## src/rtl/seq_restoring_divider.sv

```systemverilog
// Unsigned restoring divider: one quotient bit per cycle, MSB first, with registered quotient/remainder.
// Latency: result valid WIDTH+1 edges after accept (1 edge for a zero divisor); one op in flight.
// Backpressure: result held in DONE until out_ready; in_ready returns one cycle after the output handshake.
module seq_restoring_divider #(
  parameter int WIDTH = 8
) (
  input  logic             clk,
  input  logic             rst_n,
  input  logic             in_valid,
  output logic             in_ready,
  input  logic [WIDTH-1:0] dividend,
  input  logic [WIDTH-1:0] divisor,
  output logic             out_valid,
  input  logic             out_ready,
  output logic [WIDTH-1:0] quotient,
  output logic [WIDTH-1:0] remainder,
  output logic             div_by_zero
);

  localparam int CW = $clog2(WIDTH);
  localparam logic [CW-1:0] CNT_MAX = CW'(WIDTH - 1);

  typedef enum logic [1:0] {IDLE, CALC, DZERO, DONE} state_t;

  state_t           state;
  logic [WIDTH-1:0] n_reg;
  logic [WIDTH-1:0] d_reg;
  logic [WIDTH-1:0] q_acc;
  // Stored partial remainder is always < D, so WIDTH bits suffice; the shifted value needs WIDTH+1.
  logic [WIDTH-1:0] r_acc;
  logic [CW-1:0]    cnt;
  // Set after the cnt==0 step so the result lands on a separate transition edge.
  logic             last;

  logic [WIDTH:0]   r_shift;
  logic             fits;

  // Trial step: shift in the next dividend bit and compare against the divisor.
  always_comb begin
    r_shift = {r_acc, n_reg[cnt]};
    fits    = (r_shift >= {1'b0, d_reg});
  end

  // Control FSM with registered handshake and result outputs.
  always_ff @(posedge clk or negedge rst_n) begin
    if (!rst_n) begin
      state       <= IDLE;
      in_ready    <= 1'b0;
      out_valid   <= 1'b0;
      quotient    <= '0;
      remainder   <= '0;
      div_by_zero <= 1'b0;
      n_reg       <= '0;
      d_reg       <= '0;
      q_acc       <= '0;
      r_acc       <= '0;
      cnt         <= '0;
      last        <= 1'b0;
    end else begin
      case (state)
        IDLE: begin
          if (in_valid && in_ready) begin
            n_reg       <= dividend;
            d_reg       <= divisor;
            q_acc       <= '0;
            r_acc       <= '0;
            cnt         <= CNT_MAX;
            last        <= 1'b0;
            div_by_zero <= 1'b0;
            in_ready    <= 1'b0;
            state       <= (divisor == '0) ? DZERO : CALC;
          end else begin
            in_ready <= 1'b1;
          end
        end
        CALC: begin
          if (last) begin
            quotient  <= q_acc;
            remainder <= r_acc;
            out_valid <= 1'b1;
            last      <= 1'b0;
            state     <= DONE;
          end else begin
            if (fits) begin
              r_acc      <= WIDTH'(r_shift - {1'b0, d_reg});
              q_acc[cnt] <= 1'b1;
            end else begin
              r_acc <= r_shift[WIDTH-1:0];
            end
            if (cnt == '0) begin
              last <= 1'b1;
            end else begin
              cnt <= cnt - CW'(1);
            end
          end
        end
        DZERO: begin
          quotient    <= '1;
          remainder   <= n_reg;
          div_by_zero <= 1'b1;
          out_valid   <= 1'b1;
          state       <= DONE;
        end
        DONE: begin
          if (out_ready) begin
            out_valid <= 1'b0;
            in_ready  <= 1'b1;
            state     <= IDLE;
          end
        end
        default: state <= IDLE;
      endcase
    end
  end

endmodule

```

## config.mk

```make
export PLATFORM = sky130hd
export DESIGN_NAME = seq_restoring_divider
export DESIGN_NICKNAME = d
export VERILOG_FILES = /design/src/rtl/seq_restoring_divider.sv
export SDC_FILE = /design/constraint.sdc
export NUM_CORES = 1
export LEC_CHECK = 0
export BUFFER_PORTS_ARGS = -buffer_cell sky130_fd_sc_hd__buf_4
export CORE_MARGIN = 8
export CORE_UTILIZATION = 34
export CTS_CLUSTER_DIAMETER = 120
export DETAILED_ROUTE_END_ITERATION = 16
export PLACE_DENSITY = 0.54
export SLEW_MARGIN = 20
export SYNTH_ARGS = -nofsm -noshare
export SYNTH_HDL_FRONTEND = slang
export SYNTH_SLANG_ARGS = --single-unit
```

## constraint.sdc

```tcl
create_clock -name clk -period 3.5 [get_ports clk]
set_input_delay 0.175 -clock clk [delete_from_list [all_inputs] [get_ports clk]]
set_output_delay 0.175 -clock clk [all_outputs]
set_load 0.02 [all_outputs]
```

==> results.toml <==
[layout]
drive_gt1_frac = 0.2594
ff_latch_area_um2 = 1426
syn_to_final_growth_pct = 17.59
fill_cells = 903
n_antenna_cell = 0
postLayoutCoreUtil = 0.4085
nets = 377
multi_input_area_um2 = 1519
fin_area_um2 = 3739
instances_no_fill = 458

[power_and_ir_drop]
switching_share = 0.4238
powerDensity_nw_per_um2 = 1070
power_mw = 4.000
switchingPower_mw = 1.695
pwr-share-comb = 0.527
clock_power_share = 0.174
leakage_nw = 1.623
p_seq_frac = 0.299
p_int_mw = 2.305
ir_worst_vdd_uv = 545.7

[clock_network]
cts_root_buf = "clkbuf_8"
cts.path.max_buffers = 2
path_clk_slew_ns = 0.07
htree_levels = 3
cts_tree = "yes"
cts_resized = 0
cts_buffers = 9
clk_latency_ns = 0.34
cts.sinks = 57

[synth]
ys_async_sr_fraction = 1.000
netlist_instances = 303
synth-seq-cells = 57
yosys_warnings = 0
syn_nets = 338
syn_area_per_cell_um2 = 10.49
synth_area_um2 = 3179
synth_edf_count = 0
ys_types = 62
yosysSeqAreaShare = 0.4486
ys.flop_type = "dfrtp_1"

[critical_path]
cp-start-kind = "flop"
required_ns = 3.72
cp.arrival_ns = 2.97
crit_path_end_kind = "flop"
crit_path_max_fanout = 21
path_class = "flop to flop"

[sta]
rsz0062_at_grt = "false"
clock-skew-final_ns = 0.01027
worstMarginPinSlew_ns = 0.8186
finalHoldViolCount = 0
fmax_mhz = 363.1
slew-limit-headroom = 0.4518
post-route-period-util = 0.7869
finalSetupViolations = 0
drv_slew = 0
final.setup.worst_slack_ns = 0.7458
whs_ns = 0.07152
fin_crit_ns = 2.754
totalNegativeSetupSlack_ns = 0

[floorplan]
die_w_um = 112.7
core_area_um2 = 9153
dieArea_um2 = 12700
rows = 35
die_h_um = 112.7
ios = 39
start_util = 0.3474

[job]
max_cap_viol_count = 0

[global_route]
grt_pass1_wl_mm = 13.62
grt_usage = 0.1352
antenna_found_initial = 0
grt-ovfl-total = 0
grt_pass1_vias = 2540
grt_max_degree = 58

[placement]
hpwl_mm = 5.800
place_area_um2 = 3508
pre_cts_slack_ns = 0.7655
place_inst = 441
place_congestion = 0.8189
io_buffers = 38

[drt]
routed_via_density = 5.465
drtPass1Iterations = 4
drc = 0
totalWireLength_mm = 8.174
vias = 2503
drtIter0Drc = 154
wl_per_cell_um = 17.85
ant_nets = 0

[worst_hold_path]
holdCritPathClass = "primary input to flop"

[run_status]
status = "complete, no violations"
[power by group through the flow]
stage / logic, mW / clock network, mW / registers, mW
6_report: 2.11 / 0.695 / 1.20
5_1_grt: 2.32 / 0.736 / 1.24
4_1_cts: 2.11 / 0.708 / 1.20
3_5_place_dp: 2.09 / 0 / 1.21
3_3_place_gp: 2.07 / 0 / 1.20
2_1_floorplan: 1.54 / 0 / 1.24
[what timing repair did]
item	CTS	global route
hold endpoints to repair	57	0
hold buffers	1	0
buffers inserted	0	0
[worst max-delay path, cell delays in order (launching register included)]
cell and delay, ns:
dfrtp_1 0.44, mux4_2 0.52, mux2i_1 0.23, ha_1 0.22, nor2b_1 0.08, o31ai_4 0.27, a221oi_2 0.09, buf_4 0.22
or3_1 0.32, a32o_1 0.26
[kinds of logic (layout without fill, tap and decap cells)]
kind of cell | Yosys count | in the layout | synth area share
buffers and inverters | 42 | 86 | 0.07359
flip-flops | 57 | 57 | 0.4486
AO/OA/AOI/OAI | 100 | 100 | 0.2251
adder cells (fa/ha/maj) | 15 | 15 | 0.06139
multiplexers | 20 | 20 | 0.07713
XOR/XNOR | 4 | 4 | 0.01102
AND/OR/NAND/NOR | 65 | 65 | 0.1031
[final timing paths]
path / start / endpoint / slack (ns) / depth (start not counted)
max: cnt[0]$_DFFE_PN0P_ / r_acc[2]$_DFFE_PN0P_ / 0.75 / 9
min: dividend[5] / n_reg[5]$_DFFE_PN0P_ / 0.07 / 2
max reg2reg: cnt[0]$_DFFE_PN0P_ / r_acc[2]$_DFFE_PN0P_ / 0.75 / 9
min reg2reg: d_reg[7]$_DFFE_PN0P_ / d_reg[7]$_DFFE_PN0P_ / 0.51 / 1
max in group asynchronous: rst_n / remainder[3]$_DFFE_PN0P_ / 2.56 / 2
min in group asynchronous: rst_n / d_reg[5]$_DFFE_PN0P_ / 0.43 / 2
[metal layers]
metal,vias up,GRT usage,routed length [um]
met4,0,0.05755,138
li1,1202,-,-
met2,61,0.1975,3662
met1,1231,0.1859,4005
met5,-,0,0
met3,9,0.03248,367
[layout make-up]
| type | count | area share |
|---|---|---|
| Multi-Input combinational cell | 204 | 0.4063 |
| Tap cell | 111 | 0.03715 |
| Sequential cell | 57 | 0.3815 |
| Clock buffer | 11 | 0.03782 |
| Clock inverter | 5 | 0.02108 |
| Inverter | 25 | 0.02510 |
| Timing Repair Buffer | 45 | 0.09103 |
[cells in the final DEF, fill, tap and decap left out, types with 9 or more instances in the layout]
cell type and instances:
dfrtp_1 57, mux2_2 16, clkbuf_8 10, o21ai_0 9, a21oi_1 25, buf_4 44
nor2_1 20, o22ai_1 23, nand2_1 14, ha_1 14, inv_1 25
[Yosys cell counts (all sizes together) (4+ instances only)]
| master | n | area share |
|---|---|---|
| dfrtp | 57 | 0.45 |
| a21oi | 25 | 0.039 |
| inv | 25 | 0.030 |
| o22ai | 23 | 0.045 |
| nor2 | 21 | 0.026 |
| mux2 | 16 | 0.057 |
| nand2 | 15 | 0.018 |
| ha | 14 | 0.055 |
| clkbuf | 10 | 0.025 |
| o21ai | 10 | 0.016 |
| buf | 7 | 0.019 |
| nor3 | 6 | 0.0094 |
| o31ai | 6 | 0.018 |
| o2111ai | 5 | 0.014 |
| nand2b | 4 | 0.0079 |
Note: power is estimated with default switching activity, not from simulation.
